--- config.mk ---
export PLATFORM = sky130hd
export DESIGN_NAME = inc_counter
export DESIGN_NICKNAME = d
export VERILOG_FILES = /design/src/rtl/inc_counter_pkg.sv /design/src/rtl/inc_counter_inc_n.sv /design/src/rtl/inc_counter.sv
export SDC_FILE = /design/constraint.sdc
export NUM_CORES = 1
export LEC_CHECK = 0
export ABC_AREA = 0
export CORE_MARGIN = 2
export CORE_UTILIZATION = 45
export CTS_CLUSTER_DIAMETER = 200
export DETAILED_ROUTE_END_ITERATION = 8
export PLACE_DENSITY = 0.8
export SETUP_SLACK_MARGIN = 0.4
export SLEW_MARGIN = 5
export SYNTH_ARGS = -nofsm -noshare
export SYNTH_HDL_FRONTEND = slang
export SYNTH_SLANG_ARGS = --single-unit
--- constraint.sdc ---
create_clock -name clk -period 2.9 [get_ports clk]
set_clock_uncertainty 0.15 [all_clocks]
set_input_delay 0.58 -clock clk [delete_from_list [all_inputs] [get_ports clk]]
set_output_delay 0.58 -clock clk [all_outputs]
set_load 0.03 [all_outputs]
--- src/rtl/inc_counter_pkg.sv ---
// ---------------------------------------------------------------------------
// inc_counter_pkg
//
// Shared definitions for the registered incrementer / program counter.
//
// Contents:
//   action_t        2-bit per-cycle action code
//   ACT_HOLD        keep the current value
//   ACT_INC         advance by step
//   ACT_LOAD        capture load_val
//   ACT_CLR         clear to zero
//   resolve_action  priority resolution of clr > load > inc > hold
//
// The same resolve_action function is used by the decoder in the counter and
// by the reference model in the testbench, so the priority order has a single
// definition.
// ---------------------------------------------------------------------------
package inc_counter_pkg;

    typedef logic [1:0] action_t;

    localparam action_t ACT_HOLD = 2'd0;
    localparam action_t ACT_INC  = 2'd1;
    localparam action_t ACT_LOAD = 2'd2;
    localparam action_t ACT_CLR  = 2'd3;

    // Highest-priority request wins. Lower-priority requests raised in the
    // same cycle are simply dropped; nothing is queued for later.
    function automatic action_t resolve_action(input logic clr,
                                               input logic load,
                                               input logic inc);
        action_t act;
        if (clr) begin
            act = ACT_CLR;
        end else if (load) begin
            act = ACT_LOAD;
        end else if (inc) begin
            act = ACT_INC;
        end else begin
            act = ACT_HOLD;
        end
        return act;
    endfunction

endpackage

--- src/rtl/inc_counter_inc_n.sv ---
// ---------------------------------------------------------------------------
// inc_n
//
// Purely combinational WIDTH-bit unsigned adder with carry-out. This is the
// parametrised generalisation of the fixed +1 incrementer: instead of adding
// a constant one it adds an arbitrary step.
//
// Parameters:
//   WIDTH   operand width in bits
//
// Ports:
//   a       input  [WIDTH-1:0]  current counter value
//   b       input  [WIDTH-1:0]  increment amount
//   sum     output [WIDTH-1:0]  low WIDTH bits of a + b
//   carry   output              bit WIDTH of the (WIDTH+1)-bit sum
// ---------------------------------------------------------------------------
module inc_n #(
    parameter int WIDTH = 16
) (
    input  logic [WIDTH-1:0] a,
    input  logic [WIDTH-1:0] b,
    output logic [WIDTH-1:0] sum,
    output logic             carry
);

    // Both operands are zero-extended by one bit so the carry falls out of
    // the top of the result rather than being lost.
    assign {carry, sum} = {1'b0, a} + {1'b0, b};

endmodule

--- src/rtl/inc_counter.sv ---
// ---------------------------------------------------------------------------
// inc_counter
//
// Registered incrementer used as the program counter and general event
// counter in the CPU datapath. Each cycle one action is taken, in priority
// order: clear, load, step by a programmable amount, or hold.
//
// Parameters:
//   WIDTH     counter and data width in bits (>= 2)
//   SATURATE  0 = wrap modulo 2^WIDTH, 1 = clamp at all-ones
//
// Ports:
//   clk       input               rising-edge clock
//   rst_n     input               asynchronous active-low reset
//   clr       input               synchronous clear to zero
//   load      input               synchronous load of load_val
//   load_val  input  [WIDTH-1:0]  value captured on load
//   inc       input               advance by step
//   step      input  [WIDTH-1:0]  unsigned increment amount (0 = no change)
//   out       output [WIDTH-1:0]  registered counter value
//   wrap      output              registered pulse: last inc overflowed or
//                                 clamped
//   at_max    output              combinational, out is all-ones
// ---------------------------------------------------------------------------
module inc_counter
    import inc_counter_pkg::*;
#(
    parameter int WIDTH    = 16,
    parameter int SATURATE = 0
) (
    input  logic             clk,
    input  logic             rst_n,
    input  logic             clr,
    input  logic             load,
    input  logic [WIDTH-1:0] load_val,
    input  logic             inc,
    input  logic [WIDTH-1:0] step,
    output logic [WIDTH-1:0] out,
    output logic             wrap,
    output logic             at_max
);

    localparam logic [WIDTH-1:0] ALL_ONES = {WIDTH{1'b1}};

    action_t          action;
    logic [WIDTH-1:0] sum;
    logic             carry;
    logic [WIDTH-1:0] inc_val;
    logic             inc_wrap;
    logic [WIDTH-1:0] next_out;
    logic             next_wrap;

    assign action = resolve_action(clr, load, inc);

    inc_n #(
        .WIDTH (WIDTH)
    ) u_inc_n (
        .a     (out),
        .b     (step),
        .sum   (sum),
        .carry (carry)
    );

    // In either mode a carry out of the adder is what raises wrap; only the
    // value written back differs. In saturate mode an overflowing step pins
    // the counter at all-ones, so repeated incs at the top keep pulsing wrap.
    generate
        if (SATURATE != 0) begin : g_saturate
            always_comb begin
                inc_val  = carry ? ALL_ONES : sum;
                inc_wrap = carry;
            end
        end else begin : g_wrap
            always_comb begin
                inc_val  = sum;
                inc_wrap = carry;
            end
        end
    endgenerate

    // wrap only reports the increment that just happened, so every action
    // other than an overflowing inc drives it back to zero.
    always_comb begin
        next_out  = out;
        next_wrap = 1'b0;
        case (action)
            ACT_CLR: begin
                next_out  = '0;
                next_wrap = 1'b0;
            end
            ACT_LOAD: begin
                next_out  = load_val;
                next_wrap = 1'b0;
            end
            ACT_INC: begin
                next_out  = inc_val;
                next_wrap = inc_wrap;
            end
            default: begin
                next_out  = out;
                next_wrap = 1'b0;
            end
        endcase
    end

    // Counter value and wrap flag. Reset clears both immediately, without
    // waiting for a clock edge.
    always_ff @(posedge clk or negedge rst_n) begin
        if (!rst_n) begin
            out  <= '0;
            wrap <= 1'b0;
        end else begin
            out  <= next_out;
            wrap <= next_wrap;
        end
    end

    assign at_max = (out == ALL_ONES);

endmodule

### Word level (Yosys, flattened, before mapping)

Index checks and enable logic that the tools add are counted.

| word-level totals | value |
|---|---|
| register bits after elaboration | 17 |
| input port bits | 37 |
| output and inout port bits | 18 |
| logic and storage cells | 13 |

| operators by class | value |
|---|---|
| $add $sub $neg | 1 |
| eq/ne operators | 4 |
| mux-type cells | 5 |
| reductions and logical operators | 1 |

Operators with widths:

| cell | number |
|---|---|
| $pmux W16 S3 | 1 |
| $add A16 B16 Y17 | 1 |
| $eq A16 B16 Y1 const B | 1 |
| $eq A2 B2 Y1 const B | 2 |
| $mux W2 | 2 |
| $reduce_bool A3 Y1 | 1 |
| $eq A2 B1 Y1 const B | 1 |
| $mux W1 | 2 |

### Longest topological paths before layout

| depth | value |
|---|---|
| word-level depth | 5 |
| mapped depth | 11 |
| mapped depth without buffers | 9 |

### By module

A second synthesis with hierarchy kept.

| unflattened totals | value |
|---|---|
| cells, all modules | 198 |
| area total of the unflattened synthesis | 1750.4 sq um |

By module, submodules not included:

| module | times used | cells each | area an instance (sq um) | seq. area each (sq um) |
|---|---|---|---|---|
| inc_counter | 1 | 88 | 894.6 | 425.4 |
| inc_n | 1 | 110 | 855.8 | 0.0 |

### Worst setup path before layout

Ideal clock, no wire load.

| timing path | value |
|---|---|
| path type | register -> output |
| start | register out[15] |
| end | output at_max |
| arrival | 1673 ps |
| data required time | 2170 ps |
| slack | 497 ps |
| stages on the path, launching flop included | 3 |
| buffers on the path | 0 |
| cell sequence | dfrtp_1 -> nand4_1 -> nor4_1 |

| on the way | value |
|---|---|
| longest elaborated chain between the ends | 1 |

Ends and longest elaborated chain:

| what | RTL line | RTL |
|---|---|---|
| from (decl) | inc_counter.sv:38 | `output logic [WIDTH-1:0] out,` |
| from (signal assigned) | inc_counter.sv:113 | `out <= next_out;` |
| $eq A16 B16 Y1 | inc_counter.sv:118 | `assign at_max = (out == ALL_ONES);` |
| to (decl) | inc_counter.sv:40 | `output logic at_max` |

No other way between the ends.

### Worst setup path after layout

| timing path | value |
|---|---|
| start | input step[4] |
| end | register out[8] |

| on the way | value |
|---|---|
| longest elaborated chain between the ends | 2 |

Ends and longest elaborated chain:

| what | RTL line | RTL |
|---|---|---|
| from (decl) | inc_counter.sv:37 | `input logic [WIDTH-1:0] step,` |
| $add A16 B16 Y17 | inc_counter_inc_n.sv:28 | `assign {carry, sum} = {1'b0, a} + {1'b0, b};` |
| $pmux W16 S3 | inc_counter.sv:86 | `case (action)` |

No other way between the ends.
A chain may end at the register's enable or synchronous reset.

==> results.cfg <==
[power_and_ir_drop]
powerDensity_nw_per_um2 = 338
peakVddDrop_v = 0.000249
power_uw = 794
p_leak_nw = 1.05

[global_routing]
top_usage_layer = met2
grt_max_degree = 18
grt_util_met2_pct = 41.8
grt.total_usage_pct = 24.2
grt_pass1_vias = 1669
antenna_found_initial = 0
grt_pass1_wl_mm = 7.68
grt-ovfl-total = 0
use_met3_pct = 4.86
grt_util_met1_pct = 30.3

[cells_and_area]
multi_input_area_um2 = 1140
diodes = 0
regArea_um2 = 425
final_nets = 308
fin_cells = 296
num-fill-cells = 282
drive_gt1_share_pct = 18.4
areaGrowthSynthToFinish_pct = 52.2

[place]
globalplace.congestion = 0.860
hpwl_mm = 3.40
placed_cells = 285
io_buffers = 54

[synthesis]
synth_cell_types = 42
ys_seq_area_share_pct = 27.5
syn-cell-area_um2 = 1550
synthFlopType = dfrtp_1
avgSynthCellArea_um2 = 8.54
synth_nets = 238
synth_top_area_share_pct = 27.5
synthCells = 181
async_flop_share_pct = 100
ys_ff_latch = 17
netlist_top_cells_area = dfrtp_1, ha_1, nand2_1
synth-edff-count = 0
yosysWarnings = 0
yosys.area.top_type = dfrtp_1

[worst_setup_path]
worstPathCellList = clkdlybuf4s50_1, ha_4, a21o_1, a221o_2, a31oi_1, xor2_1, o221ai_1
cp.required_ps = 2950
r2r_cells = 9
regToRegEndpoint = out[14]$_DFFE_PN0P_
crit_start = step[4]
r2r_slack_ps = 540
arrival_ps = 2490
end_kind = flip-flop
r2r-start = out[0]$_DFFE_PN0P_
max_stage_delay_ps = 510
cp_top_family = compound AO/OA/AOI/OAI gates
path_max_fanout = 5
cp-start-kind = primary input
crit_type = in2reg
cp.depth = 7
cp_num_buf_inv = 1
cp_slowest_cell = clkdlybuf4s50_1
setup.worst_path.end = out[8]$_DFFE_PN0P_

[clocking]
cts-buffers-inserted = 3
cts_tree = yes
cts_root_buf = clkbuf_4
cts_max_level = 1
clock_latency_ps = 310
hold_buffers = 0
clkSinkCount = 17
clk_pin_slew_ps = 120
ctsLongestPathBuffers = 2

[routing]
wirelength_mm = 4.53
num_vias = 1661
drc = 0
viasPerCell = 5.61
drt_iter0_drc = 107
detail_route.wl_per_cell_um = 15.3
firstDrtPassIters = 4
antenna_left = 0

[sta]
period_share_pct = 84.2
worst_pin_slew_ps = 846
setup_violations = 0
fmax_ghz = 0.409
post-route-min-period_ps = 2440
slew_violations = 0
grt_setup_unrepaired = no
timing.final.hold_violations = 0
whs_ps = 418
slew_headroom_pct = 43.5

[floorplan]
die_w_um = 62.6
ioPinCount = 55
core_um2 = 3310
dieArea_um2 = 3920
die_h_um = 62.6
core.rowCount = 21
start_util_pct = 46.7

[run]
max_cap_violations = 0

[min_path]
hp-class = reg2reg

[status]
status = finished clean
## flip-flops by register name, indices dropped and copies added (netlist names)
register  flops
wrap          1
out          16
## tightest hold or removal path: stages (launching register included)
cell,delay [ps]
dfrtp_1,420
nand2_1,60
o21ai_0,60
## cell type report
cell class              instances  share of cell area [%]
flip-flops and latches         17                    18.1
repair buffers                 72                    28.2
clock inverters                 1                   0.213
multi-input cells             147                    48.5
inverters                      10                    1.59
well taps                      46                    2.45
clock buffers                   3                   0.957
## synthesized netlist by cell type (2+ instances only)
library cell / count
nand3_1: 2
a21o_1: 5
nand2_1: 25
xnor2_1: 4
ha_1: 19
dfrtp_1: 17
a21oi_2: 2
a221oi_1: 2
o21ai_0: 10
a31oi_1: 4
inv_1: 10
a22oi_1: 6
xor2_1: 8
and3_1: 3
nand4_1: 6
nor2_1: 7
a21oi_1: 13
or2_2: 2
nor2b_1: 3
o221ai_1: 6
nand2b_1: 2
clkbuf_1: 5
## report_power, final
part	internal, mW	switching, mW	total, mW
clock	0.0516	0.0899	0.141
combinational	0.189	0.188	0.377
sequential	0.254	0.0227	0.276
## per-layer routing
layer	vias up	routed length, um
met4	0	89
li1	808	-
met1	796	1860
met2	47	2330
met3	10	252
met5	-	0
## kinds of logic (layout without fill, tap and decap cells)
| kind of cell | count (synthesis) | after routing | share of synthesized area (%) |
|---|---|---|---|
| simple gates | 57 | 57 | 18.2 |
| xor+xnor | 12 | 12 | 6.80 |
| flops | 17 | 17 | 27.5 |
| fa+ha+maj | 20 | 20 | 16.7 |
| buf+inv | 17 | 86 | 4.77 |
| compound gates | 58 | 58 | 26.1 |
## how the worst min path moves through the flow
stage,start,end,cells past startpoint
2_1_floorplan,rst_n,out[0]$_DFFE_PN0P_,0
3_3_place_gp,out[2]$_DFFE_PN0P_,out[2]$_DFFE_PN0P_,2
3_5_place_dp,out[11]$_DFFE_PN0P_,out[11]$_DFFE_PN0P_,2
4_1_cts,out[11]$_DFFE_PN0P_,out[11]$_DFFE_PN0P_,2
5_1_grt,out[11]$_DFFE_PN0P_,out[11]$_DFFE_PN0P_,2
6_report,out[5]$_DFFE_PN0P_,out[5]$_DFFE_PN0P_,2
## per-stage QoR
step / setup TNS [ps] / utilization [%] / cell area, um2 / worst slack [ps]
floorplan: 0 / - / 1550 / 497
global route: 0 / 71.1 / 2350 / 411
CTS: 0 / 70.4 / 2330 / 416
global placement: 0 / 66.2 / 2190 / 26.6
detailed placement: -49.4 / 66.2 / 2190 / -23.7
finish: 0 / 71.1 / 2350 / 458
## layout by cell type, fill, tap and decap left out, types with 2 or more instances in the layout
cell type        count
a31oi_1              3
buf_4               18
ha_2                 3
a21o_1               5
o221ai_1             6
clkbuf_4             3
xnor2_1              4
inv_2                2
nand2_1             25
ha_4                 4
dlygate4sd2_1        6
nand3_1              2
dfrtp_1             17
o21ai_0             10
nand4_1              6
ha_1                12
nor2_1               7
xor2_1               8
nor2b_1              3
a21oi_1             12
a22oi_1              6
a21oi_2              2
clkdlybuf4s50_1     47
nand2b_1             2
and3_1               3
inv_1                8
or2_2                2
## timing repair
| item | 4_1_cts | 5_1_grt |
|---|---|---|
| endpoints found under the setup margin | 7 | 7 |
| gates resized for setup | 18 | 9 |
| hold endpoints to repair | 0 | 0 |
| setup buffers | 7 | 0 |
| pin swaps | 9 | 5 |
Power figures use the tool's default switching activity.
